===== config.mk =====
export PLATFORM = sky130hd
export DESIGN_NAME = bus_cycle_controller
export DESIGN_NICKNAME = d
export VERILOG_FILES = /design/src/rtl/bus_cycle_pkg.sv /design/src/rtl/bus_wait_counter.sv /design/src/rtl/bus_cycle_controller.sv
export SDC_FILE = /design/constraint.sdc
export NUM_CORES = 1
export LEC_CHECK = 0
export CORE_MARGIN = 8
export CORE_UTILIZATION = 53
export DETAILED_ROUTE_END_ITERATION = 12
export GPL_TIMING_DRIVEN = 0
export PLACE_DENSITY = 0.8
export SLEW_MARGIN = 10
export SYNTH_ARGS = -nofsm -noshare
export SYNTH_HDL_FRONTEND = slang
export SYNTH_SLANG_ARGS = --single-unit

===== constraint.sdc =====
create_clock -name Clk -period 4.3 [get_ports Clk]
set_clock_uncertainty 0.15 [all_clocks]
set_input_delay 0.43 -clock Clk [delete_from_list [all_inputs] [get_ports Clk]]
set_output_delay 0.43 -clock Clk [all_outputs]
set_load 0.05 [all_outputs]

===== src/rtl/bus_cycle_pkg.sv =====
// Shared types and default timing for the CPU bus cycle controller.
// The optional watchdog is enabled with the BUS_TIMEOUT_EN macro.
package bus_cycle_pkg;

  typedef enum logic [1:0] {
    ST_IDLE,
    ST_WAIT,
    ST_ACK,
    ST_BERR
  } state_e;

  typedef enum logic [2:0] {
    REG_ROM,
    REG_RAM,
    REG_DRAM,
    REG_IO,
    REG_GFX,
    REG_UNMAP
  } region_e;

  localparam int DEF_ROM_WAIT    = 1;
  localparam int DEF_RAM_WAIT    = 1;
  localparam int DEF_IO_WAIT     = 4;
  localparam int DEF_GFX_WAIT    = 2;
  localparam int DEF_UNMAP_WAIT  = 2;
  localparam int DEF_CNT_W       = 8;
  localparam int DEF_TIMEOUT_CYC = 200;

  // Decoder selects may overlap; the fixed priority makes the cycle's region unambiguous.
  function automatic region_e decode_region(input logic rom, input logic ram,
                                            input logic dram, input logic io,
                                            input logic gfx);
    if (rom)       return REG_ROM;
    else if (ram)  return REG_RAM;
    else if (dram) return REG_DRAM;
    else if (io)   return REG_IO;
    else if (gfx)  return REG_GFX;
    else           return REG_UNMAP;
  endfunction

endpackage


===== src/rtl/bus_wait_counter.sv =====
// Loadable CNT_W-bit counter: saturating down-counter with zero flag, or
// saturating up-counter when COUNT_UP is set (used as the watchdog).
module bus_wait_counter #(
  parameter int CNT_W    = 8,
  parameter bit COUNT_UP = 1'b0
) (
  input  logic             Clk,
  input  logic             Reset_H,
  input  logic             i_load,
  input  logic [CNT_W-1:0] i_load_val,
  input  logic             i_en,
  output logic [CNT_W-1:0] o_count,
  output logic             o_zero
);

  logic [CNT_W-1:0] r_count;

  // NOTE: sequential state uses non-blocking assignments so every register
  // samples the pre-edge values regardless of process evaluation order.
  always_ff @(posedge Clk) begin
    if (Reset_H) begin
      r_count <= '0;
    end else if (i_load) begin
      r_count <= i_load_val;
    end else if (i_en) begin
      if (COUNT_UP) begin
        if (r_count != '1) r_count <= r_count + CNT_W'(1);
      end else begin
        if (r_count != '0) r_count <= r_count - CNT_W'(1);
      end
    end
  end

  assign o_count = r_count;
  assign o_zero  = (r_count == '0);

endmodule


===== src/rtl/bus_cycle_controller.sv =====
// Sequences each 68k bus cycle: latches the region, inserts wait states, drives DTACK_L.
// Define BUS_TIMEOUT_EN to add a watchdog that ends hung or unmapped cycles with BERR_L.
module bus_cycle_controller
  import bus_cycle_pkg::*;
#(
  parameter int ROM_WAIT    = DEF_ROM_WAIT,
  parameter int RAM_WAIT    = DEF_RAM_WAIT,
  parameter int IO_WAIT     = DEF_IO_WAIT,
  parameter int GFX_WAIT    = DEF_GFX_WAIT,
  parameter int UNMAP_WAIT  = DEF_UNMAP_WAIT,
  parameter int CNT_W       = DEF_CNT_W,
  parameter int TIMEOUT_CYC = DEF_TIMEOUT_CYC
) (
  input  logic Clk,
  input  logic Reset_H,
  input  logic AS_L,
  input  logic OnChipRomSelect_H,
  input  logic OnChipRamSelect_H,
  input  logic DramSelect_H,
  input  logic IOSelect_H,
  input  logic GfxSelect_H,
  input  logic DramReady_H,
  input  logic TimeoutClear_H,
  output logic DTACK_L,
  output logic BERR_L,
  output logic CycleActive_H,
  output logic TimeoutFlag_H
);

  state_e           r_state, w_next_state;
  region_e          r_region, w_region;
  logic             r_dtack_l, w_dtack_l_nxt;
  logic             w_start, w_in_wait, w_done, w_timeout_hit;
  logic             w_wait_zero;
  logic [CNT_W-1:0] w_unused_wait_cnt;

  function automatic logic [CNT_W-1:0] wait_for(input region_e r);
    case (r)
      REG_ROM: return CNT_W'(ROM_WAIT);
      REG_RAM: return CNT_W'(RAM_WAIT);
      REG_IO:  return CNT_W'(IO_WAIT);
      REG_GFX: return CNT_W'(GFX_WAIT);
      default: return CNT_W'(UNMAP_WAIT);
    endcase
  endfunction

  assign w_region  = decode_region(OnChipRomSelect_H, OnChipRamSelect_H, DramSelect_H,
                                   IOSelect_H, GfxSelect_H);
  assign w_start   = (r_state == ST_IDLE) && !AS_L;
  assign w_in_wait = (r_state == ST_WAIT);

  bus_wait_counter #(.CNT_W(CNT_W), .COUNT_UP(1'b0)) u_wait_cnt (
    .Clk        (Clk),
    .Reset_H    (Reset_H),
    .i_load     (w_start),
    .i_load_val (wait_for(w_region)),
    .i_en       (w_in_wait),
    .o_count    (w_unused_wait_cnt),
    .o_zero     (w_wait_zero)
  );

`ifdef BUS_TIMEOUT_EN
  logic [CNT_W-1:0] w_to_cnt;
  logic             w_unused_to_zero;
  logic             r_berr_l, w_berr_l_nxt;
  logic             r_timeout_flag;

  bus_wait_counter #(.CNT_W(CNT_W), .COUNT_UP(1'b1)) u_timeout_cnt (
    .Clk        (Clk),
    .Reset_H    (Reset_H),
    .i_load     (w_start),
    .i_load_val ('0),
    .i_en       (w_in_wait),
    .o_count    (w_to_cnt),
    .o_zero     (w_unused_to_zero)
  );

  assign w_timeout_hit = w_in_wait && (w_to_cnt == CNT_W'(TIMEOUT_CYC));
  // An unmapped cycle has nobody to answer it, so only the watchdog can end it.
  assign w_done = (r_region == REG_DRAM)  ? DramReady_H :
                  (r_region == REG_UNMAP) ? 1'b0 : w_wait_zero;
  assign w_berr_l_nxt = (w_next_state != ST_BERR);

  always_ff @(posedge Clk) begin
    if (Reset_H) begin
      r_berr_l       <= 1'b1;
      r_timeout_flag <= 1'b0;
    end else begin
      r_berr_l <= w_berr_l_nxt;
      if (w_in_wait && (w_next_state == ST_BERR)) r_timeout_flag <= 1'b1;
      else if (TimeoutClear_H)                    r_timeout_flag <= 1'b0;
    end
  end

  assign BERR_L        = r_berr_l;
  assign TimeoutFlag_H = r_timeout_flag;
`else
  logic w_unused_ok;
  localparam int unused_timeout_cyc = TIMEOUT_CYC;

  assign w_unused_ok   = TimeoutClear_H;
  assign w_timeout_hit = 1'b0;
  assign w_done        = (r_region == REG_DRAM) ? DramReady_H : w_wait_zero;
  assign BERR_L        = 1'b1;
  assign TimeoutFlag_H = 1'b0;
`endif

  always_ff @(posedge Clk) begin
    if (Reset_H) begin
      r_state   <= ST_IDLE;
      r_region  <= REG_UNMAP;
      r_dtack_l <= 1'b1;
    end else begin
      r_state   <= w_next_state;
      r_dtack_l <= w_dtack_l_nxt;
      if (w_start) r_region <= w_region;
    end
  end

  // NOTE: the default assignment first keeps this block free of inferred latches.
  always_comb begin
    w_next_state = r_state;
    case (r_state)
      ST_IDLE: if (!AS_L) w_next_state = ST_WAIT;
      ST_WAIT: begin
        // Abort beats the watchdog, and the watchdog beats a normal completion.
        if (AS_L)               w_next_state = ST_IDLE;
        else if (w_timeout_hit) w_next_state = ST_BERR;
        else if (w_done)        w_next_state = ST_ACK;
      end
      ST_ACK:  if (AS_L) w_next_state = ST_IDLE;
      ST_BERR: if (AS_L) w_next_state = ST_IDLE;
      default: w_next_state = ST_IDLE;
    endcase
  end

  always_comb begin
    w_dtack_l_nxt = (w_next_state != ST_ACK);
  end

  assign DTACK_L       = r_dtack_l;
  assign CycleActive_H = (r_state != ST_IDLE);

endmodule


-- Yosys cells after proc, flatten, opt, wreduce, memory -nomap -nowiden
Cells that the tools add are included.
- register bits: 14
- input port bits: 10
- output and inout port bits: 4
- word-level logic and storage cells: 39
- add/subtract/negate cells: 1
- eq/ne operators: 7
- muxes and demuxes: 15
- reductions and logical operators: 12
- operators by type and width (cell ; number):
    two-way mux 8 bit ; 3
    two-way mux 3 bit ; 4
    zero test 8 bit ; 1
    two-way mux 2 bit ; 4
    nonzero test 8 bit ; 1
    subtractor 8 x 1 -> 8 bit (second input constant) ; 1
    == test 3 x 2 -> 1 bit (second input constant) ; 2
    one-hot mux 2 bit (3 select lines) ; 1
    one-hot mux 3 bit (2 select lines) ; 1
    nonzero test 2 bit ; 3
    == test 2 bit (second input constant) ; 2
    OR reduction 2 bit ; 2
    == test 3 x 1 -> 1 bit (second input constant) ; 1
    zero test 3 bit ; 1
    == test 2 x 1 -> 1 bit (second input constant) ; 1
    zero test 2 bit ; 1
    two-way mux 1 bit ; 2
    != test 2 bit (second input constant) ; 1
    AND reduction 2 bit ; 1
    logical AND 1 bit ; 1
    zero test 1 bit ; 1

-- Logic depth before layout (Yosys ltp)
Gate-level depths: netlist (run 1).
- depth in word-level cells: 9
- depth in mapped cells: 6
- mapped depth without buffers: 6

-- By module
A second synthesis (run 1) with hierarchy kept.
- cells, all modules: 97
- area, all modules: 855.8 sq um
- modules (own cells, without submodules) (module ; instances ; cells each ; area each (sq um) ; sequential area each (sq um)):
    bus_wait_counter ; 1 ; 55 ; 488.0 ; 160.2
    bus_cycle_controller ; 1 ; 42 ; 367.9 ; 120.1

-- Worst setup path after synthesis (run 1)
OpenSTA, ideal clock, no wires.
- path kind: flip-flop to flip-flop
- start point: register u_wait_cnt.r_count[0] (netlist: u_wait_cnt.o_count[0])
- end point: register u_wait_cnt.r_count[7] (netlist: u_wait_cnt.o_count[7])
- setup time: 0.116 ns
- data arrival time: 1.463 ns
- data required time: 4.034 ns
- setup slack: 2.572 ns
- stages on the path, launching flop included: 7
- buffers on the path: 0
- clock period less this slack: 1.728 ns
- path through: dfxtp_1 inv_1 ha_1 nor3b_2 a2111oi_4 a211oi_1 a31o_1
- cells in the longest elaborated chain, start to end: 4
- elaborated cells between the ends (all ways): 7
- classes of those cells: add/sub (1); mux (3); reduce/logical (3)
- ends and longest elaborated chain (what ; RTL line ; text):
    start: declaration ; bus_wait_counter.sv:16 ; logic [CNT_W-1:0] r_count;
    start signal: assignment ; bus_wait_counter.sv:24 ; r_count <= i_load_val;
    start signal: assignment ; bus_wait_counter.sv:27 ; if (r_count != '1) r_count <= r_count + CNT_W'(1);
    start signal: assignment ; bus_wait_counter.sv:29 ; if (r_count != '0) r_count <= r_count - CNT_W'(1);
    subtractor 8 x 1 -> 8 bit ; bus_wait_counter.sv:29 ;
    two-way mux 8 bit ; bus_wait_counter.sv:29 ;
    two-way mux 8 bit ; bus_wait_counter.sv:25 ; end else if (i_en) begin
    two-way mux 8 bit ; bus_wait_counter.sv:23 ; end else if (i_load) begin
Parallel ways exist; a longest one is shown, timed or not. The select of a mux whose other input is x is not followed.
A chain may end at the register's enable or synchronous reset.

-- Worst setup path in the final report (run 1)
- start point: register r_state[0]
- end point: output CycleActive_H
- cells in the longest elaborated chain, start to end: 1
- ends and longest elaborated chain (what ; RTL line ; text):
    start: declaration ; bus_cycle_controller.sv:30 ; state_e r_state, w_next_state;
    start signal: assignment ; bus_cycle_controller.sv:114 ; r_state <= w_next_state;
    nonzero test 2 bit ; bus_cycle_controller.sv:142 ; assign CycleActive_H = (r_state != ST_IDLE);
    end: declaration ; bus_cycle_controller.sv:26 ; output logic CycleActive_H,
Every way passes these cells.

==> flow_summary.toml, run 1 <==
[pwr]
switching_share_pct = 30.95
p_int_uw = 232.4
power.total_uw = 336.5
power.switching_uw = 104.1
pwr-share-seq_pct = 44.1
leakage_uw = 0.0003372
vdd_drop_max_mv = 0.1854
power_frac_clock_pct = 28.5
power_density_nw_per_um2 = 361.0
combPwrFrac_pct = 27.4

[global_route]
antenna_found_initial = 0
grt_use_total_pct = 11.95
grt_max_degree = 11
grt_pass1_wl_microns = 2635
grt_pass1_vias = 660
overflow = 0

[die]
die_area_sq_um = 2944
die_w_microns = 54.26
core_area_sq_um = 1436
start_util_pct = 54.01
io_pins = 14
fp-row-count = 14
die-height_microns = 54.26

[setup_path]
start_kind = "register"
crit_path_top_delay_cell = "clkdlybuf4s50_1"
critPathTopFamily = "buffers and inverters"
criticalPathCategory = "reg -> out"
arrival_ns = 1.66
crit_buf_inv = 1
crit_fanout = 6
rr_startpoint = "u_wait_cnt.o_count[1]"
path_cells = "or2_2 -> clkdlybuf4s50_1"
crit_path_end_kind = "output port"
crit_required_ns = 3.72
cpPeakStageDelay_ns = 0.71
cp-startpoint = "r_state[0]"

[layout]
fin_area_sq_um = 932.1
final_nets = 114
diodes = 0
drive_gt1_share_pct = 14.85
syn2layout_area_growth_pct = 20.16

[timing]
hold_viol = 0
relSlewSlack_pct = 63.88
tightest_slew_ns = 0.5395
finalCritPeriodShare_pct = 52.14
tns_ns = 0
fmax_mhz = 446.0
grt_setup_unrepaired = "false"
hold_slack_ns = 0.3318
setup_ws_ns = 2.058
maxSlewViolCount = 0
finalSetupViolCount = 0
fin_crit_ns = 2.242

[placement]
routabilityCongestion = 0.7414
post-place-ws_ns = 2.109
dp_hpwl_microns = 1185
portBuffers = 10
place_area_sq_um = 895.9

[outcome]
status = "complete, no violations"

[logic_synthesis]
synth_cell_types = 33
synth_edf_count = 0
seq_area_frac_synth_pct = 36.13
yosys_warnings = 0
syn_area_sq_um = 775.7
avgSynthCellArea_sq_um = 8.917
synth-seq-cells = 14
syn_nets = 99
synth_ff_type = "dfxtp_1"
syn_inst = 87
synthArstFlopShare_pct = 0

[hold_path]
hp-class = "reg -> reg"
min_from = "r_region[1]"

[clocking]
tritoncts = "built"
cts_made_buffers = 3
clockRootBuffer = "clkbuf_4"
hold_buffers = 0
clk_latency_ns = 0.28
path_clk_slew_ns = 0.08
h-tree-depth = 1
cts_resized = 0
post_cts_buffers = 0
clock-sinks = 14
cts_max_path_buffers = 2

[drt]
vias_per_cell = 5.530
vias = 647
firstDrtPassIters = 4
drt_iter0_drc = 15
final_antenna_net_count = 0
wl_per_cell_microns = 12.93
drc = 0
routed_wl_microns = 1513

[job]
cap_viol_max_count = 0
## worst paths after layout
path,depth (start not counted),slack [ns],end
max reg2reg,6,2.41,u_wait_cnt.o_count[0]
min reg2reg,2,0.33,r_region[1]
max,2,2.06,CycleActive_H
min,2,0.33,r_region[1]
## logic make-up (layout without fill, tap and decap cells)
logic type	count (synthesis)	in the layout	share of synthesized area (%)
simple gates	34	34	27.26
flops	14	14	36.13
compound gates	21	21	20.65
xor+xnor	6	6	6.774
fa+ha+maj	2	2	3.225
other cells	2	2	0.9681
buf+inv	8	22	4.998
## per-stage QoR
stage          cells  utilization (%)
6_report         117            64.90
3_3_place_gp     113            62.37
5_1_grt          117            64.90
2_1_floorplan     87                -
4_1_cts          117            64.90
3_5_place_dp     113            62.37
## layout by cell type (no fill, tap or decap), types with 2 or more instances in the layout
cell type / count
nor2_1: 10
nor3_1: 5
or2_2: 2
a211o_1: 2
buf_4: 2
nor3b_2: 2
clkbuf_4: 3
nand2_1: 4
ha_1: 2
a211oi_1: 4
clkdlybuf4s50_1: 10
o21ai_0: 2
conb_1: 2
nand2b_1: 3
a21oi_1: 6
xnor2_1: 6
dfxtp_1: 14
inv_1: 4
## power groups by stage
stage	sequential, uW	clock [uW]	combinational, uW
floorplan	151	0	69.4
global placement	151	0	91.0
detailed placement	151	0	92.1
CTS	148	98.0	92.7
global route	150	101	102
finish	148	95.7	92.3
## cell type report
cell class              count  area (sq um)
clock buffers               4         36.28
fillers                   117         504.2
flip-flops and latches     14         280.3
repair buffers             10         100.1
inverters                   4         15.01
plain buffers               4         23.77
well taps                  16         20.02
multi-input cells          65         456.7
## synthesized netlist by cell type (3+ instances only)
master	instances	area (sq um)
dfxtp_1	14	280.3
nor2_1	10	37.54
a21oi_1	6	30.03
xnor2_1	6	52.55
nor3_1	5	25.02
a211oi_1	4	30.03
inv_1	4	15.01
nand2_1	4	15.01
nand2b_1	3	18.77
## layer usage
layer / share of wire (%) / routed length (microns) / up-vias / track usage (%)
li1: - / - / 337 / -
met1: 46 / 697 / 289 / 13.54
met2: 48 / 721 / 16 / 19.47
met3: 3.7 / 56 / 5 / 2.989
met4: 2.6 / 39 / 0 / 7.787
met5: 0 / 0 / - / 0
## state kept, by name (all words and copies together) (netlist names)
signal,flops
u_wait_cnt.o_count,8
r_region,3
r_state,2
DTACK_L,1
## worst register-to-register path: stages (launching register included)
cell      delay, ns
dfxtp_1        0.33
inv_1          0.09
ha_1           0.15
nor3b_2        0.47
a21oi_1        0.22
xnor2_1        0.17
a211oi_1       0.23
No activity file was read; power rests on OpenSTA's default activity.
==> run 2, diff against run 1 <==
--- a/config.mk
+++ b/config.mk
@@ -6,10 +6,10 @@
 export NUM_CORES = 1
 export LEC_CHECK = 0
 export CORE_MARGIN = 8
-export CORE_UTILIZATION = 53
+export CORE_UTILIZATION = 50
 export DETAILED_ROUTE_END_ITERATION = 12
 export GPL_TIMING_DRIVEN = 0
-export PLACE_DENSITY = 0.8
+export PLACE_DENSITY = 0.77
 export SLEW_MARGIN = 10
 export SYNTH_ARGS = -nofsm -noshare
 export SYNTH_HDL_FRONTEND = slang
==> constraint.sdc (replaced) <==
create_clock -name Clk -period 2.1 [get_ports Clk]
set_clock_uncertainty 0.15 [all_clocks]
set_input_delay 0.21 -clock Clk [delete_from_list [all_inputs] [get_ports Clk]]
set_output_delay 0.21 -clock Clk [all_outputs]
set_load 0.05 [all_outputs]
==> flow_summary.toml, run 2 (synthesis gave the netlist of run 1 again) <==
[global_route]
grt_use_total_pct = 9.912
grt_pass1_vias = 629
grt_pass1_wl_microns = 2553
overflow = 0
grt_max_degree = 11
antenna_found_initial = 0

[setup_path]
crit_path_end_kind = "output port"
arrival_ns = 1.64
cpPeakStageDelay_ns = 0.70
path_cells = "or2_2 -> clkdlybuf4s50_1"
critPathTopFamily = "buffers and inverters"
r2r_slack_ns = 0.21
start_kind = "register"
crit_fanout = 6
crit_buf_inv = 1
crit_path_top_delay_cell = "clkdlybuf4s50_1"
criticalPathCategory = "reg -> out"
crit_required_ns = 1.74

[layout]
regArea_sq_um = 280.3
final_nets = 114
drive_gt1_share_pct = 14.00
diodes = 0
fillers = 128
syn2layout_area_growth_pct = 18.39
layout_common_cells = "14 x dfxtp_1, 10 x nor2_1, 10 x clkdlybuf4s50_1, 6 x a21oi_1, 6 x xnor2_1"
multi_input_area_sq_um = 456.7
final_common_cell = "dfxtp_1"
fin_cells = 116
fin_area_sq_um = 918.4
largest_reg_flops = 8

[clocking]
path_clk_slew_ns = 0.08
clk_latency_ns = 0.27
tritoncts = "built"
cts_max_path_buffers = 2
cts_resized = 0
post_cts_buffers = 0
clock-sinks = 14
cts_made_buffers = 3
hold_buffers = 0
h-tree-depth = 1
clockRootBuffer = "clkbuf_4"

[drt]
drc = 0
vias = 635
final_antenna_net_count = 0
drt_iter0_drc = 7
vias_per_cell = 5.474
routed_wl_microns = 1425
wl_per_cell_microns = 12.28
firstDrtPassIters = 4

[timing]
hold_viol = 0
grt_setup_unrepaired = "false"
tightest_slew_ns = 0.5658
finalCritPeriodShare_pct = 95.15
fmax_mhz = 500.5
hold_slack_ns = 0.3292
finalSetupViolCount = 0
fin_crit_ns = 1.998
tns_ns = 0
relSlewSlack_pct = 62.12
maxSlewViolCount = 0

[die]
die_area_sq_um = 3068
die-height_microns = 55.39
die_w_microns = 55.39
core_area_sq_um = 1489
io_pins = 14
start_util_pct = 52.10
fp-row-count = 14

[hold_path]
hp-class = "reg -> reg"

[placement]
routabilityCongestion = 0.7010
portBuffers = 10
place_area_sq_um = 895.9
dp_hpwl_microns = 1104
dp.cells = 113

[pwr]
power_density_nw_per_um2 = 692.2
power.total_uw = 635.7
vdd_drop_max_mv = 0.4250
leakage_uw = 0.0003301

[job]
cap_viol_max_count = 0

[outcome]
status = "complete, no violations"
## run 2: cell types whose count changed in the layout (fill, tap and decap cells not counted)
cell | previous run | this run
clkbuf_8 | 1 | 0
## run 2: cell type report
type                    instances  area share [%]
repair buffers                 10           10.90
multi-input cells              65           49.73
plain buffers                   4           2.589
inverters                       4           1.635
clock buffers                   3           2.452
well taps                      16           2.180
flip-flops and latches         14           30.52
## run 2: path summary, 6_finish.rpt
kind                         start                    end  cells after the start
max                     r_state[0]          CycleActive_H                      2
min                    r_region[1]            r_region[1]                      2
max reg2reg  u_wait_cnt.o_count[0]  u_wait_cnt.o_count[0]                      6
min reg2reg            r_region[1]            r_region[1]                      2
## run 2: worst reg2reg max path: stages, from the launching register on
cell and delay (ns):
dfxtp_1 0.34, inv_1 0.08, ha_1 0.13, nor3b_2 0.48, a21oi_1 0.22, xnor2_1 0.18, a211oi_1 0.23
## run 2: where the power goes
part / internal [uW] / switching [uW] / leakage (uW) / total (uW)
sequential: 284 / 19.3 / 0.000115 / 304
clock: 66.3 / 77.6 / 0.0000138 / 144
combinational: 85.3 / 103 / 0.000202 / 188
## run 2: per-stage QoR
step                setup WS [ns]  util [%]
global placement           0.1165     60.17
floorplan                  0.3719         -
finish                     0.1019     61.68
detailed placement         0.1251     60.17
CTS                       0.08624     61.68
global route              0.01920     61.68
## run 2: routing by layer
| layer | up-vias | share of wire [%] | GRT usage [%] |
|---|---|---|---|
| met5 | - | 0 | 0 |
| met4 | 0 | 0.98 | 6.338 |
| met3 | 2 | 4.8 | 4.110 |
| met2 | 13 | 47 | 14.74 |
| met1 | 287 | 47 | 11.34 |
| li1 | 333 | - | - |
